### config.mk
export PLATFORM = sky130hd
export DESIGN_NAME = fp_align_add
export DESIGN_NICKNAME = d
export VERILOG_FILES = /design/src/rtl/fp_align_add_pkg.sv /design/src/rtl/fp_align_add_shifter.sv /design/src/rtl/fp_align_add.sv
export SDC_FILE = /design/constraint.sdc
export NUM_CORES = 1
export LEC_CHECK = 0
export ABC_CLOCK_PERIOD_IN_PS = 2750
export CAP_MARGIN = 5
export CELL_PAD_IN_SITES_DETAIL_PLACEMENT = 0
export CELL_PAD_IN_SITES_GLOBAL_PLACEMENT = 1
export CORE_MARGIN = 1
export CORE_UTILIZATION = 37
export DETAILED_ROUTE_END_ITERATION = 8
export PLACE_DENSITY_LB_ADDON = 0.1
export SYNTH_ARGS = -nofsm -noshare
export SYNTH_HDL_FRONTEND = slang
export SYNTH_SLANG_ARGS = --single-unit
### constraint.sdc
create_clock -name clk -period 2.75 [get_ports clk]
set_input_delay 0.275 -clock clk [delete_from_list [all_inputs] [get_ports clk]]
set_output_delay 0.275 -clock clk [all_outputs]
set_load 0.01 [all_outputs]
### src/rtl/fp_align_add_pkg.sv
// Shared floating-point datapath widths for the align/add block and the
// downstream normaliser / exponent generator.
package fp_align_add_pkg;

    localparam int EXP_W = 4;
    localparam int MAN_W = 7;
    localparam int SIG_W = MAN_W + 1;  // hidden 1 restored
    localparam int SUM_W = SIG_W + 1;  // carry out of the aligned add

endpackage

### src/rtl/fp_align_add_shifter.sv
// Saturating logical right shift: any shift amount of at least the data
// width yields zero, and shifted-out bits are simply dropped.
module align_shifter #(
    parameter int DATA_W = 8,
    parameter int AMT_W  = 4
) (
    input  logic [DATA_W-1:0] data_i,
    input  logic [AMT_W-1:0]  amt_i,
    output logic [DATA_W-1:0] data_o
);

    always_comb begin
        data_o = '0;
        if (32'(amt_i) < DATA_W) begin
            data_o = data_i >> amt_i;
        end
    end

endmodule

### src/rtl/fp_align_add.sv
// Two-stage exponent compare / significand align / add with valid-ready
// flow control. Stage 1 picks the larger operand, stage 2 shifts and adds.
module fp_align_add
    import fp_align_add_pkg::*;
#(
    parameter int EXP_W = fp_align_add_pkg::EXP_W,
    parameter int MAN_W = fp_align_add_pkg::MAN_W
) (
    input  logic             clk,
    input  logic             rst_n,
    input  logic             in_valid,
    output logic             in_ready,
    input  logic [EXP_W-1:0] Xe,
    input  logic [EXP_W-1:0] Ye,
    input  logic [MAN_W-1:0] Xm,
    input  logic [MAN_W-1:0] Ym,
    output logic             out_valid,
    input  logic             out_ready,
    output logic             XeLTYe,
    output logic [EXP_W-1:0] XeOut,
    output logic [EXP_W-1:0] YeOut,
    output logic [MAN_W+1:0] sum
);

    localparam int SW = MAN_W + 1;

    logic [2:1]       vld_pipe_q;
    logic             s1_load, s2_load;

    // stage-1 combinational compare / select
    logic [SW-1:0]    xs, ys, lsig_d, ssig_d;
    logic [EXP_W-1:0] d_d;
    logic             lt_d;

    logic             lt1_q;
    logic [EXP_W-1:0] d1_q, xe1_q, ye1_q;
    logic [SW-1:0]    lsig1_q, ssig1_q;

    logic [SW-1:0]    ssig_sh;
    logic [SW:0]      sum_d;

    logic             lt2_q;
    logic [EXP_W-1:0] xe2_q, ye2_q;
    logic [SW:0]      sum_q;

    // Ready chain: a stage may load when empty or when its contents move on.
    assign s2_load  = !vld_pipe_q[2] || out_ready;
    assign s1_load  = !vld_pipe_q[1] || s2_load;
    assign in_ready = s1_load;

    always_comb begin
        xs     = {1'b1, Xm};
        ys     = {1'b1, Ym};
        lt_d   = Xe < Ye;
        d_d    = lt_d ? (Ye - Xe) : (Xe - Ye);
        lsig_d = lt_d ? ys : xs;
        ssig_d = lt_d ? xs : ys;
    end

    always_ff @(posedge clk or negedge rst_n) begin
        if (!rst_n) begin
            vld_pipe_q[1] <= 1'b0;
            lt1_q         <= 1'b0;
            d1_q          <= '0;
            xe1_q         <= '0;
            ye1_q         <= '0;
            lsig1_q       <= '0;
            ssig1_q       <= '0;
        end else if (s1_load) begin
            vld_pipe_q[1] <= in_valid;
            if (in_valid) begin
                lt1_q   <= lt_d;
                d1_q    <= d_d;
                xe1_q   <= Xe;
                ye1_q   <= Ye;
                lsig1_q <= lsig_d;
                ssig1_q <= ssig_d;
            end
        end
    end

    align_shifter #(
        .DATA_W (SW),
        .AMT_W  (EXP_W)
    ) u_shift (
        .data_i (ssig1_q),
        .amt_i  (d1_q),
        .data_o (ssig_sh)
    );

    assign sum_d = {1'b0, lsig1_q} + {1'b0, ssig_sh};

    // Output payload only changes on a real handoff, so it stays frozen
    // while downstream back-pressures.
    always_ff @(posedge clk or negedge rst_n) begin
        if (!rst_n) begin
            vld_pipe_q[2] <= 1'b0;
            lt2_q         <= 1'b0;
            xe2_q         <= '0;
            ye2_q         <= '0;
            sum_q         <= '0;
        end else if (s2_load) begin
            vld_pipe_q[2] <= vld_pipe_q[1];
            if (vld_pipe_q[1]) begin
                lt2_q <= lt1_q;
                xe2_q <= xe1_q;
                ye2_q <= ye1_q;
                sum_q <= sum_d;
            end
        end
    end

    assign out_valid = vld_pipe_q[2];
    assign XeLTYe    = lt2_q;
    assign XeOut     = xe2_q;
    assign YeOut     = ye2_q;
    assign sum       = sum_q;

endmodule

# Word-level counts from Yosys, hierarchy flattened
# Index checks and enable logic that the tools add are counted.
[word_totals] elab_cells=28 regBits=49
[classes] muxes=4 magnitude_cmp=2 add_sub_neg=3 n_reduce_logical=6 shifts=1
[op_table] operator="two-way mux 7 bit" count=2
[op_table] operator="adder 8 x 8 -> 9 bit" count=1
[op_table] operator="two-way mux 8 bit" count=1
[op_table] operator="right shift 8 x 4 -> 8 bit" count=1
[op_table] operator="subtractor 4 bit" count=2
[op_table] operator="< comparator 4 bit" count=1
[op_table] operator="< comparator 4 bit (second input constant)" count=1
[op_table] operator="two-way mux 4 bit" count=1
[op_table] operator="AND reduction 2 bit" count=2
[op_table] operator="zero test 1 bit" count=2
[op_table] operator="logical OR 1 bit" count=2

# Longest topological paths before layout
# Gate-level depths: netlist of the first run.
[logic_depth] ltp_word=4 mapped_depth=13

# By module
# A second synthesis of the first run with hierarchy kept.
[unflattened] hier_cells=288 hier_area_um2=2781.4
[modules_own_cells] mod="fp_align_add" cells_each=256 instances=1 seq_area_each_um2=1201.2 area_per_inst_um2=2504.9
[modules_own_cells] mod="align_shifter" cells_each=32 instances=1 seq_area_each_um2=0.0 area_per_inst_um2=276.5

# Worst setup path before layout of the first run
# No wires, ideal clock.
[synth_timing] path_kind="register -> register" start="reg d1_q[0]" end="reg sum_q[6] (netlist: sum[6])" arrival_time_ns=2.568 period_less_slack_ns=2.695 setup_slack_ns=0.055 stages_incl_launch_ff=12 cell_sequence="dfrtp_1 buf_6 mux4_1 mux2i_1 nor2_1 ha_1 fa_1 a21o_1 a31oi_1 nand2b_1 a211oi_1 o31ai_1"
[synth_between] elab_chain_len=3 word_cells_on_any_way=4 classes_between="1 x add/sub; 1 x order compare; 1 x shift; 1 x mux"
[synth_lines] item="from (decl)" line_no="fp_align_add.sv:36" rtl="logic [EXP_W-1:0] d1_q, xe1_q, ye1_q;"
[synth_lines] item="from (signal assigned)" line_no="fp_align_add.sv:64" rtl="d1_q <= '0;"
[synth_lines] item="from (signal assigned)" line_no="fp_align_add.sv:73" rtl="d1_q <= d_d;"
[synth_lines] item="right shift 8 x 4 -> 8 bit or < comparator 4 bit (tied branches)" line_no="fp_align_add_shifter.sv:15, fp_align_add_shifter.sv:14"
[synth_lines] item="two-way mux 8 bit (*)" line_no="fp_align_add_shifter.sv:14" rtl="if (32'(amt_i) < DATA_W) begin"
[synth_lines] item="adder 8 x 8 -> 9 bit (*)" line_no="fp_align_add.sv:91" rtl="assign sum_d = {1'b0, lsig1_q} + {1'b0, ssig_sh};"
[synth_lines] item="to (signal assigned)" line_no="fp_align_add.sv:108" rtl="sum_q <= sum_d;"
[synth_lines] item="to (decl)" line_no="fp_align_add.sv:44" rtl="logic [SW:0] sum_q;"
# Every way passes the cells marked *; elsewhere a longest branch is shown, timed or not.
# A chain may end at the register's enable or synchronous reset.

# Worst setup path in the final report of the first run
# Same ends and word-level chain as after synthesis.

==> results.md, run 1 <==
- 0 antenna diodes ended up in the layout.
- Yosys attributes the largest share of cell area to sky130_fd_sc_hd__dfrtp_1, sky130_fd_sc_hd__mux2i_1, sky130_fd_sc_hd__ha_1.
- The routed wire length per instance is 13.4 um.
- The post-synth net total is between 200 and 300.
- The number of global-route vias before repair is 1861.
- The slew at the pin closest to its max-slew limit is 603 ps.
- The initial antenna violation count was 0.
- Summing over every cut layer, the via total after detailed routing is around 1900.
- On the final layout, the worst clock skew is roughly 6.1 ps.
- Max-cap violations in this run came to 0.
- The total area inside the core boundary comes to 6870 um2.
- The wire length of the first global-routing pass is 9360 um.
- For this design, the sink count on the clock tree is 48.
- Relative to the synthesized area, the layout overhead comes to 29.2%.
- The ratio of cells with drive above 1 in the final layout is 16.1%.
- The arrival time of data at the critical path endpoint is 2840 ps.
- The start-to-end type of the worst setup path is reg -> reg.
- The portion of the post-synthesis area used by sequential elements is 45.0%.
- After clock tree synthesis, the clock-pin slew on the worst setup and hold paths is 90 ps.
- The layout has about 660 filler cells.
- The final layout contains 354 nets.
- The worst hold slack after final layout is ~470 ps.
- The detailed-route DRC error count is 0.
- At the worst endpoint, the required time is 2940 ps.
- The row count is 30.
- The final critical delay including setup and external delays is 2650 ps.
- For this run, the detailed router's first-pass iteration total came to 4.
- In this run the static leakage power is 1.55 nW.
- After layout, the worst path uses 96.3% of the clock period.
- The ratio of routed vias to standard cells is 4.71.
- The count of final setup violators is 0.
- The initial core utilization is 38.9%.
- The post-detailed-route count of antenna-violating nets is 0.
- Along the worst path, the maximum fanout reaches 5.
- The relative max-transition margin is 59.7%.
- The cell type of the slowest stage on the worst timing path is sky130_fd_sc_hd__mux4_1.
- The top-level I/O count is 46.
- In this run the cell area of the synthesized design comes to between 2000 and 3000 um2.
- Of the post-synthesis cell area, the dominant cell type holds between 40% and 50%.
- The maximum root-to-sink buffer count is 2.
- The number of flip-flops and latches in the synthesized netlist is 48.
- The worst setup path is captured at a flop.
- For this block, the routed nets add up to 5470 um of wire.
- The overall routing resource usage is 16.4%.
- The final number of hold-violating endpoints is 0.
- Across the VDD grid, the largest voltage drop is 0.247 mV.
- The number of clock buffers inserted by TritonCTS is 5.
- In this run the number of H-tree levels came out at 2.
- Entering global routing, the biggest net connects 54 pins.
- The number of cells after detailed placement is around 400.
- A synthesized cell averages 10.5 um2.
- The non-filler instance count after layout is 407.
- The die covers 7560 um2.
- The path type of the worst min-delay path is in -> async.
- The power density over the cells is 727 nW/um2.
- The count of unique library cells instantiated by Yosys is 35.
- The final max-slew violation count came to 0.
- The half-perimeter wire length of the detailed placement result is just over 4000 um.
- Clock latency on the worst-skew pair, taken at its later pin, is 310 ps.
- The highest cell delay on the worst timing path is 550 ps.
- The number of warnings printed during yosys synthesis is 0.
- The CTS tree is built.
- The floorplan die height is 87.0 um.
- The top cell types in the final layout, fill and taps aside, are sky130_fd_sc_hd__dfrtp_1, sky130_fd_sc_hd__clkdlybuf4s50_1, sky130_fd_sc_hd__nand2_1.
- The root buffer cell chosen for the clock tree is sky130_fd_sc_hd__clkbuf_8.
- In this run the tool buffered the top-level ports with 45 buffer cells.
- From left edge to right edge, the die measures 87.0 um.
- The detailed router's first-iteration violation count is 61.
- Synthesis produced 255 cells.
- Summing internal, switching and leakage power gives 2.51 mW.
- Setup repair after global routing could not meet its margin everywhere.
- The placer's final routability congestion estimate is about 0.81.
- Global routing finished with a remaining overflow of 0.
- The startpoint type of the worst setup path is a flop.
- The critical path goes through mux4_1, mux2i_1, nor2_1, ha_2, fa_2, a21o_1, a31oi_2, nand2b_1, a211oi_2, o31ai_1.
- The library cell used most frequently in the layout, excluding fill and tap cells, is sky130_fd_sc_hd__dfrtp_1.
- Static timing analysis puts the maximum clock frequency at 378 MHz.
- The largest total area in the synthesized netlist belongs to sky130_fd_sc_hd__dfrtp_1.
- The flow ran to the end, and the final reports show no timing, DRC or antenna violations.
power breakdown:
group          internal, mW  switching, mW  leakage (nW)
clock network         0.269          0.246        0.0541
logic                 0.559          0.453         0.918
registers             0.867          0.114         0.578
total                  1.70          0.814          1.55
area by class of cell:
type / instances / area (um2) / area share, %
multi-input cells: 184 / 1400 / 40.4
flip-flops and latches: 48 / 1200 / 34.8
repair buffers: 61 / 584 / 16.9
well taps: 96 / 120 / 3.48
clock buffers: 5 / 68.8 / 1.99
clock inverters: 3 / 42.5 / 1.23
inverters: 10 / 37.5 / 1.09
registers in the layout (all words and copies together) (netlist names):
signal / cells
xe1_q: 4
XeOut: 4
lt1_q: 1
vld_pipe_q: 1
ssig1_q: 7
out_valid: 1
XeLTYe: 1
YeOut: 4
d1_q: 4
sum: 9
lsig1_q: 8
ye1_q: 4
cell usage after synthesis, drive strengths merged:
master / count
mux4: 4
and2: 2
ha: 15
o21ai: 39
a21oi: 10
mux2i: 19
buf: 9
a31oi: 4
a211o: 1
clkbuf: 4
xor2: 4
nor3: 2
mux2: 14
nor2: 8
a211oi: 2
nand3: 1
nand2: 40
nor3b: 1
nor4: 1
fa: 3
xnor2: 2
nand3b: 1
inv: 10
nand2b: 6
dfrtp: 48
o21a: 1
a21o: 2
o211ai: 1
o31ai: 1
worst max-delay path: cells and delay by family, from the launching register on:
kind	cells	cell delay, ps
compound gates	4	710
mux	2	700
fa+ha+maj	2	540
flops	1	420
simple gates	2	160
repair_timing:
action	4_1_cts	5_1_grt
endpoints found under the setup margin	1	4
gates resized for setup	1	12
endpoints found under the hold margin	22	0
hold buffers	1	0
setup buffers	0	0
pin swaps	1	7
routing by layer:
layer,part of all wire (%),track usage (%)
met2,44,24.8
met4,1.5,5.45
met5,0,0
met1,51,23.3
met3,3.1,3.51
stage by stage:
stage / setup WS (ps) / setup TNS, ps / utilization [%] / instance area [um2]
after detailed placement: -18.6 / -18.6 / 47.8 / 3280
after global routing: -42.1 / -106 / 50.3 / 3450
final: 102 / 0 / 50.3 / 3450
after global placement: 31.4 / 0 / 47.8 / 3280
after floorplan: 54.6 / 0 / - / 2670
after CTS: 45.4 / 0 / 49.6 / 3410
final timing paths:
path / startpoint / endpoint / slack (ps) / cells after the start
setup / recovery: d1_q[0]$_DFFE_PN0P_ / sum[6]$_DFFE_PN0P_ / 100 / 10
hold / removal: rst_n / XeOut[2]$_DFFE_PN0P_ / 470 / 2
setup reg to reg: d1_q[0]$_DFFE_PN0P_ / sum[6]$_DFFE_PN0P_ / 100 / 10
hold reg to reg: sum[5]$_DFFE_PN0P_ / sum[5]$_DFFE_PN0P_ / 480 / 2
max in group asynchronous: rst_n / lsig1_q[3]$_DFFE_PN0P_ / 1530 / 3
min in group clk: sum[5]$_DFFE_PN0P_ / sum[5]$_DFFE_PN0P_ / 480 / 2
cell families after synthesis:
group                      Yosys count  synth area share, %
AOI/OAI and AO/OA                   61                 12.6
buffers and inverters               23                 4.45
and+or+nand+nor                     62                 9.98
DFF                                 48                 45.0
xor gates and xnor gates             6                 1.97
muxes                               37                 16.8
adders and majority gates           18                 9.27
Power figures use the tool's default switching activity.
==> run 2: changes to the inputs <==
ABC_CLOCK_PERIOD_IN_PS = not set   (was 2750)
PLACE_DENSITY_LB_ADDON = 0.3   (was 0.1)
==> run 2 against run 1 <==
Net effect:
- fmax grew 0.28%
- count of clock-buffer cells in the layout is the same
- hold slack lost 310 ps
- sequential share of layout area grew 0.31 points
- sequential cell count is the same
- die area is the same
- utilization shrank 0.44 points
- register-to-register slack is essentially flat
- critical endpoint unchanged
- largest power group unchanged
==> results.md, run 2 (same netlist as run 1, synthesis figures left out) <==
- The most common cell after layout, fill and taps aside is sky130_fd_sc_hd__dfrtp_1 (unchanged).
- Unrepaired setup endpoints after global routing: true (unchanged).
- The number of antenna repair diodes is 0 (unchanged).
- The initial antenna violation count is 0 (unchanged).
- The port buffer count is 45 (unchanged).
- The net count reported at finish is 350 (was 354).
- The cell depth of the worst flop-to-flop path is 10 (unchanged).
- The fill cell total of the finished layout is 638 (was 664).
- The required time of the critical path is 2920 ps (was 2940 ps).
- The max capacitance violation total is 0 (unchanged).
- The total via count after detailed routing is 1912 (was 1919).
- The area of the core region was 6870 um2 (unchanged).
- The slew at the pin closest to its max-slew limit is 1070 ps (was 603 ps).
- The worst-path maximum fanout is 5 (unchanged).
- The area used by sequential logic in the layout is 1200 um2 (unchanged).
- The total iterations of the first detailed-routing run is 4 (unchanged).
- The startpoint type of the worst setup path is a flop (unchanged).
- The ratio of routed vias to standard cells is 4.74 (was 4.71).
- The number of clock buffers inserted by TritonCTS is 5 (unchanged).
- The maximum root-to-sink buffer count is 2 (unchanged).
- Highest-count cells in the layout ignoring fill and taps: sky130_fd_sc_hd__dfrtp_1, sky130_fd_sc_hd__clkdlybuf4s50_1, sky130_fd_sc_hd__nand2_1 (unchanged).
- The half-perimeter wire length of the detailed placement result was 3790 um (was 4030 um).
- The final number of hold-violating endpoints is 0 (unchanged).
- The top-level I/O count is 46 (unchanged).
- The CTS tree was built (unchanged).
- The final max-slew violation count is 0 (unchanged).
- The final critical delay including setup and external delays is 2640 ps (was 2650 ps).
- The detailed router's first-iteration violation count was 57 (was 61).
- The floorplan die height is 87.0 um (unchanged).
- The total wire length is 5050 um (was 5470 um).
- The non-filler instance count after layout came to 403 (was 407).
- The initial core utilization is 38.9% (unchanged).
- The post-detailed-route count of antenna-violating nets is 0 (unchanged).
- The clock-pin slew reported for the worst setup and hold paths after clock tree synthesis is 100 ps (was 90 ps).
- The routed wire length per instance came to 12.5 um (was 13.4 um).
- The arrival time of data at the critical path endpoint is 2810 ps (was 2840 ps).
- The global-route congestion overflow total came to 0 (unchanged).
- Run status: completed (unchanged).
- The path type of the worst min-delay path is in -> async (unchanged).
- The clock tree root driver cell is sky130_fd_sc_hd__clkbuf_8 (unchanged).
- The ratio of cells with drive above 1 in the final layout is 15.3% (was 16.1%).
- The maximum level of the CTS H-tree is 2 (unchanged).
- The kind of end point of the critical path is a flop (unchanged).
- The start-to-end type of the worst setup path was reg -> reg (unchanged).
- The die area came to 7560 um2 (unchanged).
- The x dimension of the die is 87.0 um (unchanged).
- The relative max-transition margin is 28.5% (was 59.7%).
- The placer's final routability congestion estimate came to 0.811 (was 0.808).
- The number of global-route vias before repair came to 1855 (was 1861).
- The overall routing resource usage was 15.4% (was 16.4%).
- The number of hold-repair buffers added at the cts stage is 0 (was 1).
- The TritonCTS sink count came to 48 (unchanged).
- The final total power is 2.49 mW (was 2.51 mW).
- The total leakage power was 1.53 nW (was 1.55 nW).
- The number of cells after detailed placement is 392 (was 398).
- The combined area of the multi-input logic cells is 1390 um2 (was 1400 um2).
- The final worst clock skew is 8.48 ps (was 6.11 ps).
- The count of final setup violators came to 0 (unchanged).
- The flip-flop count of the largest register, all copies and words added came to 9 (unchanged).
- The layout overhead on the synthesized area is 28.1% (was 29.2%).
- The power density over the cells came to 728 nW/um2 (was 727 nW/um2).
- The maximum number of pins on one net before global-route repair is 54 (unchanged).
- The row count is 30 (unchanged).
- The wire length of the first global-routing pass was 8960 um (was 9360 um).
- The source-to-sink clock delay at the later pin of the worst-skew pair is 310 ps (about the same).
- The maximum clock frequency is 379 MHz (was 378 MHz).
- The detailed-route DRC error count is 0 (unchanged).
- The highest ir drop seen on vdd was 0.277 mV (was 0.247 mV).
- The final cycle utilization of the critical path was 96.0% (was 96.3%).
-- run 2: final cells by class --
| cell class | instances | area share (%) |
|---|---|---|
| multi-input cells | 184 | 40.6 |
| flip-flops and latches | 48 | 35.1 |
| repair buffers | 57 | 16.2 |
| well taps | 96 | 3.51 |
| clock buffers | 5 | 2.01 |
| clock inverters | 3 | 1.39 |
| inverters | 10 | 1.10 |
-- run 2: what timing repair did --
item                       4_1_cts  5_1_grt
buffers inserted                 1        2
gates resized for setup          2       13
setup endpoints to repair        2        5
gates cloned                     0        0
pin swaps                        0       11
-- run 2: final timing paths --
| path | start | to | slack, ps |
|---|---|---|---|
| setup / recovery | d1_q[0]$_DFFE_PN0P_ | sum[6]$_DFFE_PN0P_ | 110 |
| hold / removal | rst_n | XeOut[3]$_DFFE_PN0P_ | 160 |
| setup reg to reg | d1_q[0]$_DFFE_PN0P_ | sum[6]$_DFFE_PN0P_ | 110 |
| hold reg to reg | ye1_q[3]$_DFFE_PN0P_ | ye1_q[3]$_DFFE_PN0P_ | 480 |
| max in group asynchronous | rst_n | d1_q[0]$_DFFE_PN0P_ | 1860 |
| min in group clk | ye1_q[3]$_DFFE_PN0P_ | ye1_q[3]$_DFFE_PN0P_ | 480 |
-- run 2: critical path: stages (launching register included) --
cell,delay [ps]
sky130_fd_sc_hd__dfrtp_2,440
sky130_fd_sc_hd__mux4_2,510
sky130_fd_sc_hd__mux2i_1,150
sky130_fd_sc_hd__nor2_1,60
sky130_fd_sc_hd__ha_2,200
sky130_fd_sc_hd__fa_2,400
sky130_fd_sc_hd__a21o_1,230
sky130_fd_sc_hd__a31oi_4,160
sky130_fd_sc_hd__nand2b_1,90
sky130_fd_sc_hd__a211oi_2,180
sky130_fd_sc_hd__o31ai_1,80
-- run 2: power breakdown --
group,switching (mW),internal (mW)
Clock,0.248,0.274
Sequential,0.117,0.867
Combinational,0.439,0.548
-- run 2: routing by layer --
metal	GRT usage, %	vias to the layer above	share of wire (%)
met5	0	-	0
met4	5.91	0	1.7
met3	3.22	8	3.8
met2	23.0	38	44
met1	22.0	878	51
li1	-	988	-
-- run 2: per-stage QoR --
step / setup WS [ps] / area [um2] / hold WS, ps / util [%] / setup TNS (ps)
after floorplan: 54.6 / 2670 / -20.6 / - / 0
after global placement: 3.41 / 3240 / 459 / 47.1 / 0
after detailed placement: -53.3 / 3240 / 466 / 47.1 / -53.3
after CTS: 32.8 / 3370 / 194 / 49.0 / 0
after global routing: -13.2 / 3420 / 258 / 49.8 / -13.2
final: 109 / 3420 / 158 / 49.8 / 0
